**config.mk**
```make
export PLATFORM = sky130hd
export DESIGN_NAME = addsub_buff_seq
export DESIGN_NICKNAME = d
export VERILOG_FILES = /design/src/rtl/addsub_buff_seq.sv
export SDC_FILE = /design/constraint.sdc
export NUM_CORES = 1
export LEC_CHECK = 0
export ABC_AREA = 1
export CAP_MARGIN = 30
export CORE_UTILIZATION = 55
export CTS_CLUSTER_DIAMETER = 60
export DETAILED_ROUTE_END_ITERATION = 10
export PLACE_DENSITY = 0.75
export RECOVER_POWER = 100
export SLEW_MARGIN = 20
export SYNTH_ARGS = -nofsm -noshare
export SYNTH_HDL_FRONTEND = slang
export SYNTH_SLANG_ARGS = --single-unit
```
**constraint.sdc**
```tcl
create_clock -name clk -period 3.1 [get_ports clk]
set_clock_uncertainty 0.1 [all_clocks]
set_input_delay 0.62 -clock clk [delete_from_list [all_inputs] [get_ports clk]]
set_output_delay 0.62 -clock clk [all_outputs]
set_load 0.02 [all_outputs]
```
**src/rtl/addsub_buff_seq.sv**
```systemverilog
// addsub_buff_seq: feeds the 6-stage add/sub alignment buffer from a valid/ready stream,
// tracks in-flight samples with a token pipe, and collects aligned results in a credit-protected FIFO.
module addsub_buff_seq #(
  parameter int unsigned DW         = 32,
  parameter int unsigned LATENCY    = 6,
  parameter int unsigned ROW_LEN    = 8,
  parameter int unsigned BLOCK_ROWS = 8,
  parameter int unsigned FIFO_DEPTH = 8
) (
  input  logic          clk,
  input  logic          rst,
  input  logic          in_valid,
  output logic          in_ready,
  input  logic [DW-1:0] in_data,
  output logic          buf_enable,
  output logic [DW-1:0] buf_in_data,
  input  logic [DW-1:0] buf_out_data,
  output logic          out_valid,
  input  logic          out_ready,
  output logic [DW-1:0] out_data,
  output logic          out_last,
  output logic          busy,
  output logic          block_done
);

  localparam int unsigned CLW = (ROW_LEN > 1) ? $clog2(ROW_LEN) : 1;
  localparam int unsigned RWW = (BLOCK_ROWS > 1) ? $clog2(BLOCK_ROWS) : 1;
  localparam int unsigned AW  = (FIFO_DEPTH > 1) ? $clog2(FIFO_DEPTH) : 1;
  localparam int unsigned IFW = $clog2(LATENCY + 1);
  localparam int unsigned OCW = $clog2(FIFO_DEPTH + 1);
  localparam int unsigned SW  = $clog2(LATENCY + FIFO_DEPTH + 1);

  localparam logic [CLW-1:0] COL_LAST   = CLW'(ROW_LEN - 1);
  localparam logic [RWW-1:0] ROW_LAST   = RWW'(BLOCK_ROWS - 1);
  localparam logic [AW-1:0]  PTR_LAST   = AW'(FIFO_DEPTH - 1);
  localparam logic [OCW-1:0] OCC_FULL   = OCW'(FIFO_DEPTH);
  localparam logic [SW-1:0]  CREDIT_MAX = SW'(FIFO_DEPTH);

  typedef enum logic [1:0] {S_IDLE, S_RUN, S_DRAIN} state_t;

  state_t             state_q, state_d;
  logic               en_q;
  logic [CLW-1:0]     col_q, col_d;
  logic [RWW-1:0]     row_q, row_d;
  logic [LATENCY-1:0] tok_v_q, tok_v_d;
  logic [LATENCY-1:0] tok_l_q, tok_l_d;
  logic [IFW-1:0]     inflight_q, inflight_d;
  logic [OCW-1:0]     occ_q, occ_d;
  logic [AW-1:0]      wr_q, wr_d;
  logic [AW-1:0]      rd_q, rd_d;
  logic [DW-1:0]      mem      [FIFO_DEPTH];
  logic               mem_last [FIFO_DEPTH];

  logic credit_ok, accept, push, pop, empty, full, row_end, block_end, drained;

  assign empty     = (occ_q == '0);
  assign full      = (occ_q == OCC_FULL);
  assign credit_ok = (SW'(inflight_q) + SW'(occ_q)) < CREDIT_MAX;
  assign row_end   = (col_q == COL_LAST);
  assign block_end = row_end && (row_q == ROW_LAST);
  assign drained   = (inflight_q == '0) && empty;

  // en_q keeps in_ready low while reset is asserted and releases it one edge later
  assign in_ready    = en_q && credit_ok && ((state_q == S_IDLE) || (state_q == S_RUN));
  assign accept      = in_valid && in_ready;
  assign buf_enable  = accept;
  assign buf_in_data = accept ? in_data : '0;
  assign busy        = (state_q != S_IDLE);

  assign push      = tok_v_q[LATENCY-1];
  assign out_valid = !empty;
  assign pop       = out_valid && out_ready;
  assign out_data  = out_valid ? mem[rd_q] : '0;
  assign out_last  = out_valid && mem_last[rd_q];

  always_comb begin
    state_d    = state_q;
    block_done = 1'b0;
    case (state_q)
      S_IDLE:  if (accept) state_d = block_end ? S_DRAIN : S_RUN;
      S_RUN:   if (accept && block_end) state_d = S_DRAIN;
      S_DRAIN: if (drained) begin
        block_done = 1'b1;
        state_d    = S_IDLE;
      end
      default: state_d = S_IDLE;
    endcase
  end

  always_comb begin
    col_d = col_q;
    row_d = row_q;
    if (accept) begin
      if (row_end) begin
        col_d = '0;
        row_d = (row_q == ROW_LAST) ? '0 : row_q + 1'b1;
      end else begin
        col_d = col_q + 1'b1;
      end
    end
    tok_v_d    = {tok_v_q[LATENCY-2:0], accept};
    tok_l_d    = {tok_l_q[LATENCY-2:0], accept && row_end};
    inflight_d = inflight_q + IFW'(accept) - IFW'(push);
    occ_d      = occ_q + OCW'(push) - OCW'(pop);
    wr_d       = push ? ((wr_q == PTR_LAST) ? '0 : wr_q + 1'b1) : wr_q;
    rd_d       = pop  ? ((rd_q == PTR_LAST) ? '0 : rd_q + 1'b1) : rd_q;
  end

  always_ff @(posedge clk or negedge rst) begin
    if (!rst) begin
      state_q    <= S_IDLE;
      en_q       <= 1'b0;
      col_q      <= '0;
      row_q      <= '0;
      tok_v_q    <= '0;
      tok_l_q    <= '0;
      inflight_q <= '0;
      occ_q      <= '0;
      wr_q       <= '0;
      rd_q       <= '0;
    end else begin
      state_q    <= state_d;
      en_q       <= 1'b1;
      col_q      <= col_d;
      row_q      <= row_d;
      tok_v_q    <= tok_v_d;
      tok_l_q    <= tok_l_d;
      inflight_q <= inflight_d;
      occ_q      <= occ_d;
      wr_q       <= wr_d;
      rd_q       <= rd_d;
    end
  end

  // Storage needs no reset: pointers/occupancy gate every read.
  always_ff @(posedge clk) begin
    if (push) begin
      mem[wr_q]      <= buf_out_data;
      mem_last[wr_q] <= tok_l_q[LATENCY-1];
    end
  end

  a_no_overflow: assert property (@(posedge clk) disable iff (!rst) !(push && full));

endmodule
```
Word-level counts from Yosys, hierarchy flattened
Memories as Yosys holds them, arrays and structs flattened. Cells that the tools add are included.

Register bits: 34. RAM bits: 264. Bits of input ports: 68. Output and inout bits: 70. Word-level logic and storage cells: 63. Memories kept: 2.

Memory list: mem (words 8, bits a word 32, read ports 1, clocked after memory_dff 0, write ports 1, RTL line 51) `logic [DW-1:0] mem [FIFO_DEPTH];`; mem_last (words 8, bits a word 1, read ports 1, clocked after memory_dff 0, write ports 1, RTL line 52) `logic mem_last [FIFO_DEPTH];`.

Add/subtract/negate cells: 9. Magnitude comparators: 1. Equal/unequal tests: 9. Mux-type cells: 15. Reductions and logical operators: 17.

Operators by type and width (number): $mux W32 (2); $add A3 B1 Y3 const B (4); $eq A3 B3 Y1 const B (4); $mux W3 (4); $logic_and A1 B1 Y1 (9); $mux W2 (4); $pmux W2 S3 (1); $add A3 B4 Y4 (1); $add A4 B1 Y4 (1); $logic_not A4 Y1 (1); $lt A4 B4 Y1 const B (1); $mux W1 (4); $ne A2 B2 Y1 const B (2); $sub A4 B1 Y4 (1); $add A3 B1 Y3 (1); $logic_not A3 Y1 (1); $reduce_and A3 Y1 (1); $sub A3 B1 Y3 (1); $eq A2 B1 Y1 const B (1); $eq A2 B2 Y1 const B (1); $logic_not A2 Y1 (1); $ne A2 B1 Y1 const B (1); $reduce_and A2 Y1 (1); $reduce_bool A2 Y1 (1); other kinds (2) (2).

Logic depth before layout (Yosys ltp)
Gate-level depths: netlist of run 1.

Depth in word-level cells: 8. Gate-level depth with buffers: 14. Gate-level depth less buffers: 13.

Least setup slack after synthesis of run 1
No wires, ideal clock.

Path kind: flip-flop to flip-flop. Start: register tok_v_q[5]. End: memory mem[0][0], enable pin. Library setup time: 0.423 ns. Arrival time: 2.002 ns. Required time: 2.577 ns. Setup slack: 0.575 ns. Cell stages (with the launch flop): 3. Path buffers: 0. Clock period less this slack: 2.525 ns. Cell sequence: dfrtp_1 -> nand2_1 -> nor2_1.

Word-level cells in the longest chain between the ends: 2.

Ends and longest elaborated chain: start, declared (RTL line 45) `logic [LATENCY-1:0] tok_v_q, tok_v_d;`; start signal, assigned (RTL line 126) `tok_v_q <= tok_v_d;`; $mux W1 (RTL line 137) `if (push) begin`; $mux W1 (implied by the code) (RTL line 138) `mem[wr_q] <= buf_out_data;`; end, declared (RTL line 51).

No other way between the ends.

Worst setup path in the final report of run 1
Start: register rd_q[0]. End: output port out_data[0].

Word-level cells in the longest chain between the ends: 2.

Ends and longest elaborated chain: start, declared (RTL line 50) `logic [AW-1:0] rd_q, rd_d;`; start signal, assigned (RTL line 131) `rd_q <= rd_d;`; $mem_v2 Z8 W32; $mux W32 (RTL line 73) `assign out_data = out_valid ? mem[rd_q] : '0;`; end, declared (RTL line 20) `output logic [DW-1:0] out_data,`.

No other way between the ends.

==> results.json, run 1 <==
{
  "regArea_mm2": 0.008785,
  "gp_congestion": 0.7532,
  "core_area_mm2": 0.02189,
  "crit_path_start_kind": "flip-flop",
  "reg2regPathDepth": 3,
  "fin_ws_ps": -10.76,
  "r2r-start": "tok_v_q[5]",
  "cts_tree": "built",
  "fin_nets": 1214,
  "grt.total_usage_pct": 23.93,
  "design.die.area_mm2": 0.02294,
  "dp_worst_setup_slack_ps": 109.5,
  "ir_worst_vdd_mv": 0.4367,
  "synth_top_family_by_area": "simple AND/OR/NAND/NOR gates",
  "rows": 54,
  "clock.fmax_mhz": 321.5,
  "yosysTopAreaCell": "edfxtp_1",
  "status": "finished with violations",
  "antenna_found_initial": 0,
  "netlist_instances": 978,
  "layout_min_cycle_time_ps": 3111,
  "die_x_um": 151.5,
  "wl_met2_mm": 14.09,
  "num_antenna_cells": 0,
  "fin_hold_ws_ps": 248.3,
  "clock-sinks": 298,
  "clk_pin_slew_ps": 60,
  "cts_root_buf": "clkbuf_16",
  "clk_latency_ps": 530,
  "first_iter_violations": 704,
  "drc": 0,
  "worst-path-max-fanout": 35,
  "wl_met3_mm": 2.029,
  "p_leak_nw": 5.479,
  "vias": 8031,
  "synth-adder-area-share_pct": 2.057,
  "end_kind": "output pin",
  "min_path_type": "flip-flop to flip-flop",
  "synthesis.nets": 1065,
  "avgViaCountPerCell": 5.620,
  "start_util_pct": 56.12,
  "netlist.area_leader.share_pct": 64.53,
  "finalCritPeriodShare_pct": 100.3,
  "syn_area_per_cell_um2": 12.56,
  "synth_compound_area_share_pct": 10.63,
  "critPathKind": "flip-flop to output pin",
  "io_pins": 138,
  "power.density_mw_per_mm2": 825.0,
  "grt_pass1_wl_mm": 41.59,
  "htreeDepth": 1,
  "n_fill_cell": 1536,
  "routed_wl_mm": 27.03,
  "grt_pass1_vias": 8118,
  "ys_types": 30,
  "violations": "negative setup slack",
  "cts_made_buffers": 28,
  "area_delta_synth_final_pct": 21.62,
  "min_from": "tok_v_q[0]",
  "ys_ff_latch": 298,
  "drive_gt1_share_pct": 16.36,
  "yosys.area_share.xor_xnor_pct": 0.2852,
  "yosys_warnings": 0,
  "whs_path_depth": 0,
  "ys_seq_area_share_pct": 71.46,
  "crit_start": "rd_q[0]",
  "wl_met1_mm": 10.51,
  "synthSimpleGateAreaFrac_pct": 11.06,
  "setup_viol": 1,
  "yosys-top-cells-area": "edfxtp_1, dfrtp_1, nor2_1",
  "firstDrtPassIters": 5,
  "max_slew.worst_pin.slew_ps": 1292,
  "hold_viol": 0,
  "syn-cell-area_mm2": 0.01228,
  "grt_start_max_net_pins": 48,
  "rsz0062_at_grt": "yes",
  "portBuffers": 137,
  "dieHeight_um": 151.5,
  "synthMuxAreaShare_pct": 0,
  "dpl.hpwl_mm": 14.98,
  "multi_input_area_mm2": 0.003014,
  "critPathArrivalTime_ps": 2390,
  "routed.top_layer": "met4",
  "cp.required_ps": 2380,
  "relSlewSlack_pct": 13.57,
  "max-cap-violations": 0,
  "clock_path_buffers": 3,
  "gr-total-overflow": 0,
  "drt-wirelength-per-cell_um": 18.91,
  "fin_setup_tns_ps": -10.76,
  "ant_nets": 0,
  "slew_viol_final": 0
}
-- logic make-up (layout without fill, tap and decap cells) --
family,after synthesis,count (layout)
compound gates,243,243
xor+xnor,4,4
fa+ha+maj,19,19
buf+inv,117,288
flops,298,298
other cells,1,1
simple gates,296,296
-- cells in the mapped netlist --
| cell type | count |
|---|---|
| nor2_4 | 31 |
| nand3_1 | 5 |
| inv_1 | 54 |
| xnor2_1 | 3 |
| a21oi_2 | 2 |
| fa_1 | 2 |
| nand2_2 | 2 |
| o21ai_1 | 69 |
| ha_1 | 17 |
| dfrtp_1 | 34 |
| nor2_1 | 216 |
| clkinv_1 | 2 |
| buf_6 | 3 |
| o22ai_1 | 33 |
| o21ai_0 | 104 |
| inv_2 | 3 |
| conb_1 | 1 |
| buf_4 | 8 |
| edfxtp_1 | 264 |
| xor2_1 | 1 |
| buf_12 | 2 |
| nor2_2 | 1 |
| clkbuf_1 | 33 |
| a31oi_1 | 33 |
| nor3_1 | 1 |
| nand2_1 | 40 |
| clkinv_2 | 1 |
| buf_8 | 1 |
| a21oi_1 | 2 |
| buf_2 | 10 |
-- per-layer routing --
layer	vias up	track usage (%)
met5	-	0
met4	0	6.800
met3	35	3.772
met2	331	43.22
met1	3899	29.66
li1	3766	-
-- power by group --
part	internal, W	leakage (nW)	switching (W)	total (W)
combinational	0.00160	2.22	0.00279	0.00439
clock	0.00203	0.463	0.00142	0.00344
sequential	0.00442	2.79	0.0000682	0.00449
-- final cells by class --
type / count / share of cell area [%]
clock buffers: 36 / 5.234
clock inverters: 16 / 1.080
flip-flops and latches: 298 / 58.80
inverters: 60 / 1.541
well taps: 280 / 2.345
multi-input cells: 563 / 20.17
repair buffers: 176 / 10.83
-- worst max-delay path, cell delays in order (launching register included) --
cell	delay, ps
dfrtp_4	540
inv_4	180
buf_12	230
o21ai_0	110
o22ai_1	140
o21ai_1	110
a31oi_2	240
clkdlybuf4s15_2	320
-- path summary, 6_finish.rpt --
path                               endpoint  slack, ps
worst max-delay path            out_data[0]        -10
worst min-delay path             tok_v_q[1]        250
worst min register to register   tok_v_q[1]        250
worst max register to register   mem[6][13]        220
max in group asynchronous          row_q[1]       1280
min in group asynchronous          row_q[2]        470
-- metrics by stage --
stage / cells / utilization [%] / instance area, µm² / total power, W
final: 1429 / 68.25 / 14940 / 0.01233
after CTS: 1423 / 69.03 / 15110 / 0.01243
after floorplan: 978 / - / 12280 / 0.007307
after global routing: 1429 / 68.25 / 14940 / 0.01297
after global placement: 1364 / 64.57 / 14140 / 0.008969
after detailed placement: 1364 / 64.57 / 14140 / 0.009040
-- sequential cells by signal, indices dropped and copies added (netlist names) --
signal,cells
tok_l_q,6
rd_q,3
state_q,2
mem,256
mem_last,8
en_q,1
wr_q,3
tok_v_q,6
col_q,3
occ_q,4
row_q,3
inflight_q,3
-- cells in the final DEF, fill, tap and decap left out, drive strengths merged --
cell type	Yosys	routed
nand3	5	5
dlymetal6s2s	0	2
bufinv	0	3
nor2	248	248
clkdlybuf4s15	0	6
nand2	42	42
buf	24	55
clkinv	3	13
xor2	1	1
clkinvlp	0	3
fa	2	2
clkbuf	33	78
nor3	1	1
bufbuf	0	1
ha	17	17
o22ai	33	33
inv	57	57
a21oi	4	4
clkdlybuf4s50	0	34
dlygate4sd3	0	34
a31oi	33	33
dlygate4sd2	0	2
o21ai	173	173
conb	1	1
xnor2	3	3
edfxtp	264	264
dfrtp	34	34
-- what timing repair did --
action,in CTS,in global routing
pin swaps,2,3
setup buffers,3,7
endpoints found under the setup margin,67,59
cloned,4,1
gates resized for setup,188,100
hold buffers,0,0
No activity file was read; power rests on OpenSTA's default activity.
==> run 2, diff against run 1 <==
--- a/config.mk
+++ b/config.mk
@@ -5,13 +5,11 @@
 export SDC_FILE = /design/constraint.sdc
 export NUM_CORES = 1
 export LEC_CHECK = 0
-export ABC_AREA = 1
 export CAP_MARGIN = 30
 export CORE_UTILIZATION = 55
 export CTS_CLUSTER_DIAMETER = 60
 export DETAILED_ROUTE_END_ITERATION = 10
-export PLACE_DENSITY = 0.75
-export RECOVER_POWER = 100
+export PLACE_DENSITY = 0.76
 export SLEW_MARGIN = 20
 export SYNTH_ARGS = -nofsm -noshare
 export SYNTH_HDL_FRONTEND = slang
==> constraint.sdc (replaced) <==
create_clock -name clk -period 3.5 [get_ports clk]
set_clock_uncertainty 0.1 [all_clocks]
set_input_delay 0.7 -clock clk [delete_from_list [all_inputs] [get_ports clk]]
set_output_delay 0.7 -clock clk [all_outputs]
set_load 0.02 [all_outputs]
==> run 2 against run 1 <==
The flow now finishes without violations. Cell area down 0.45%. Register-to-register slack better by 620 ps. Non-clock buffer count down 9. Clock power down 5%. Synthesized area down 3.8%. Worst hold slack about the same. Clock-buffer cell count down 3. Power down 3.2%. Final cell count down 27%. Global-route usage down 2.3 points. Synthesized cell count down 41%. Critical path depth down 2. Critical path type unchanged. Largest power group unchanged.
==> results.json, run 2 <==
{
  "cts_root_buf": "clkbuf_16",
  "slew_viol_final": 0,
  "fin_nets": 833,
  "whs_path_depth": 0,
  "grt_start_max_net_pins": 36,
  "start_util_pct": 56.23,
  "critPathKind": "flip-flop to output pin",
  "synth_most_common_cell": "edfxtp_1",
  "clock.fmax_mhz": 293.4,
  "drt-wirelength-per-cell_um": 22.21,
  "syn-cell-area_mm2": 0.01182,
  "synth_edf_count": 264,
  "io_pins": 138,
  "reg2regPathDepth": 10,
  "synthMuxAreaShare_pct": 16.80,
  "synthSimpleGateAreaFrac_pct": 3.969,
  "worst-path-max-fanout": 16,
  "area_delta_synth_final_pct": 25.81,
  "syn_area_per_cell_um2": 20.56,
  "setup_viol": 0,
  "netlist.area_leader.share_pct": 67.06,
  "fin_ws_ps": 91.17,
  "ys_types": 38,
  "min_from": "tok_v_q[1]",
  "synth_compound_area_share_pct": 0.5398,
  "ir_worst_vdd_mv": 0.3461,
  "design.die.area_mm2": 0.02208,
  "hold_viol": 0,
  "synthArstFlopShare_pct": 11.41,
  "grt_pass1_wl_mm": 35.42,
  "dp_worst_setup_slack_ps": 221.5,
  "ys_ff_latch": 298,
  "min_path_type": "flip-flop to flip-flop",
  "die_x_um": 148.6,
  "cts_tree": "built",
  "num_antenna_cells": 0,
  "worst-path-buf-inv": 2,
  "r2r-start": "inflight_q[2]",
  "firstDrtPassIters": 4,
  "routed_wl_mm": 23.17,
  "dpl.hpwl_mm": 13.76,
  "drc": 0,
  "yosys_warnings": 0,
  "cp.required_ps": 2700,
  "avgViaCountPerCell": 5.652,
  "portBuffers": 137,
  "end_kind": "output pin",
  "rrSetupSlack_ps": 840,
  "final_common_cell": "edfxtp_1",
  "finalCritPeriodShare_pct": 97.40,
  "fin_hold_ws_ps": 248.5,
  "relSlewSlack_pct": 54.21,
  "htreeDepth": 1,
  "clk_pin_slew_ps": 60,
  "synthTopCellsByCount": "edfxtp_1, mux4_2, nor2_1",
  "max_slew.worst_pin.slew_ps": 685.2,
  "drive_gt1_share_pct": 19.53,
  "path_cells": "buf_12 > mux4_2 > mux2i_1 > nor2_1 > clkdlybuf4s50_1",
  "grt.total_usage_pct": 21.65,
  "netlist_instances": 575,
  "critPathArrivalTime_ps": 2610,
  "crit_path_start_kind": "flip-flop",
  "clk_latency_ps": 540,
  "hold_path_end": "tok_v_q[2]",
  "reg.largest.list": "mem (256), mem_last (8)",
  "yosys.area_share.xor_xnor_pct": 0.2964,
  "max-cap-violations": 0,
  "first_iter_violations": 385,
  "status": "completed",
  "crit_start": "rd_q[0]",
  "cp_top_family": "buffers and inverters",
  "layout_min_cycle_time_ps": 3409,
  "final_cell_mix": "edfxtp_1, clkdlybuf4s50_1, mux4_2",
  "largest_reg_flops": 256,
  "synth-main-ff-cell": "edfxtp_1",
  "vias": 5895,
  "n_fill_cell": 1197,
  "synth-adder-area-share_pct": 2.138,
  "clock-sinks": 298,
  "yosys-top-cells-area": "edfxtp_1, mux4_2, dfrtp_1",
  "synth_top_family_by_area": "multiplexers",
  "clock_path_buffers": 3,
  "dieHeight_um": 148.6,
  "antenna_found_initial": 0,
  "synthesis.nets": 662,
  "grt_pass1_vias": 6443,
  "gr-total-overflow": 0,
  "gp_congestion": 0.7652,
  "yosysTopAreaCell": "edfxtp_1",
  "power.density_mw_per_mm2": 802.2,
  "rows": 53,
  "p_leak_nw": 5.809,
  "slowest_stage": "clkdlybuf4s50_1",
  "regMostFlops": "mem",
  "cts_made_buffers": 29,
  "ys_seq_area_share_pct": 74.26,
  "slowest_delay_ps": 540,
  "core_area_mm2": 0.02102,
  "ant_nets": 0,
  "rr_endpoint": "inflight_q[2]"
}
-- run 2: changes by cell type in the layout (fill, tap and decap cells not counted), moves of 38 or more --
cell and delta:
clkdlybuf4s50_1 +57, inv_1 -41, mux4_2 +57, nand2_1 -38, nor2_1 -178, o21ai_0 -105, o21ai_1 -68
-- run 2: repair_timing --
| item | CTS | global route |
|---|---|---|
| setup endpoints to repair | 66 | 42 |
| gates resized for setup | 14 | 41 |
| gates cloned | 1 | 0 |
| setup buffers | 4 | 1 |
| endpoints found under the hold margin | 0 | 0 |
| hold buffers | 0 | 0 |
-- run 2: stage by stage --
stage               power, W  setup TNS, ps  cell area (µm²)  cells  util [%]
detailed placement  0.008649              0            13680    984     65.09
CTS                  0.01202          -5208            14770   1042     70.25
global route         0.01245        -0.9863            14870   1043     70.75
finish               0.01193              0            14870   1043     70.75
global placement    0.008510              0            13680    984     65.09
floorplan           0.007083              0            11820    575         -
-- run 2: layer usage --
layer	vias up	wire, µm	share of wire, %	global-route usage, %
met5	-	0	0	0
met4	0	303	1.3	5.825
met2	208	12230	53	38.62
met1	3034	9174	40	27.84
met3	27	1459	6.3	3.129
li1	2626	-	-	-
-- run 2: layout make-up --
class                      count  area [µm²]  area share (%)
tap                          275       344.1           2.313
timing repair buffer         167        1792           12.05
clock inverter                20       269.0           1.809
clock buffer                  33       740.7           4.980
multi-input combinational    237        2892           19.44
inverter                      13       48.80          0.3281
sequential                   298        8787           59.08
-- run 2: worst max path at each step --
stage / to / cells past startpoint
after floorplan: mem[0][0] / 2
after global placement: buf_in_data[27] / 5
after detailed placement: buf_in_data[3] / 5
after CTS: buf_in_data[8] / 7
after global routing: buf_in_data[11] / 7
final: out_data[3] / 5
-- run 2: where the power goes --
group / total [W] / internal (W) / switching (W)
Clock: 0.00328 / 0.00202 / 0.00125
Combinational: 0.00419 / 0.00211 / 0.00208
Sequential: 0.00446 / 0.00421 / 0.000258
-- run 2: kinds of logic after synthesis --
family	Yosys count
multiplexers	111
buffers and inverters	40
other	1
adder cells (fa/ha/maj)	19
AO/OA/AOI/OAI	8
XOR/XNOR	4
AND/OR/NAND/NOR	94
flip-flops	298
-- run 2: worst register-to-register path: stages, from the launching register on --
cell     delay, ps
dfrtp_1        420
ha_1           340
a21oi_2        180
and3_1         250
o211a_4        220
buf_12         170
ha_1           160
inv_1           40
fa_1           370
xnor2_1        180
xnor2_1        140
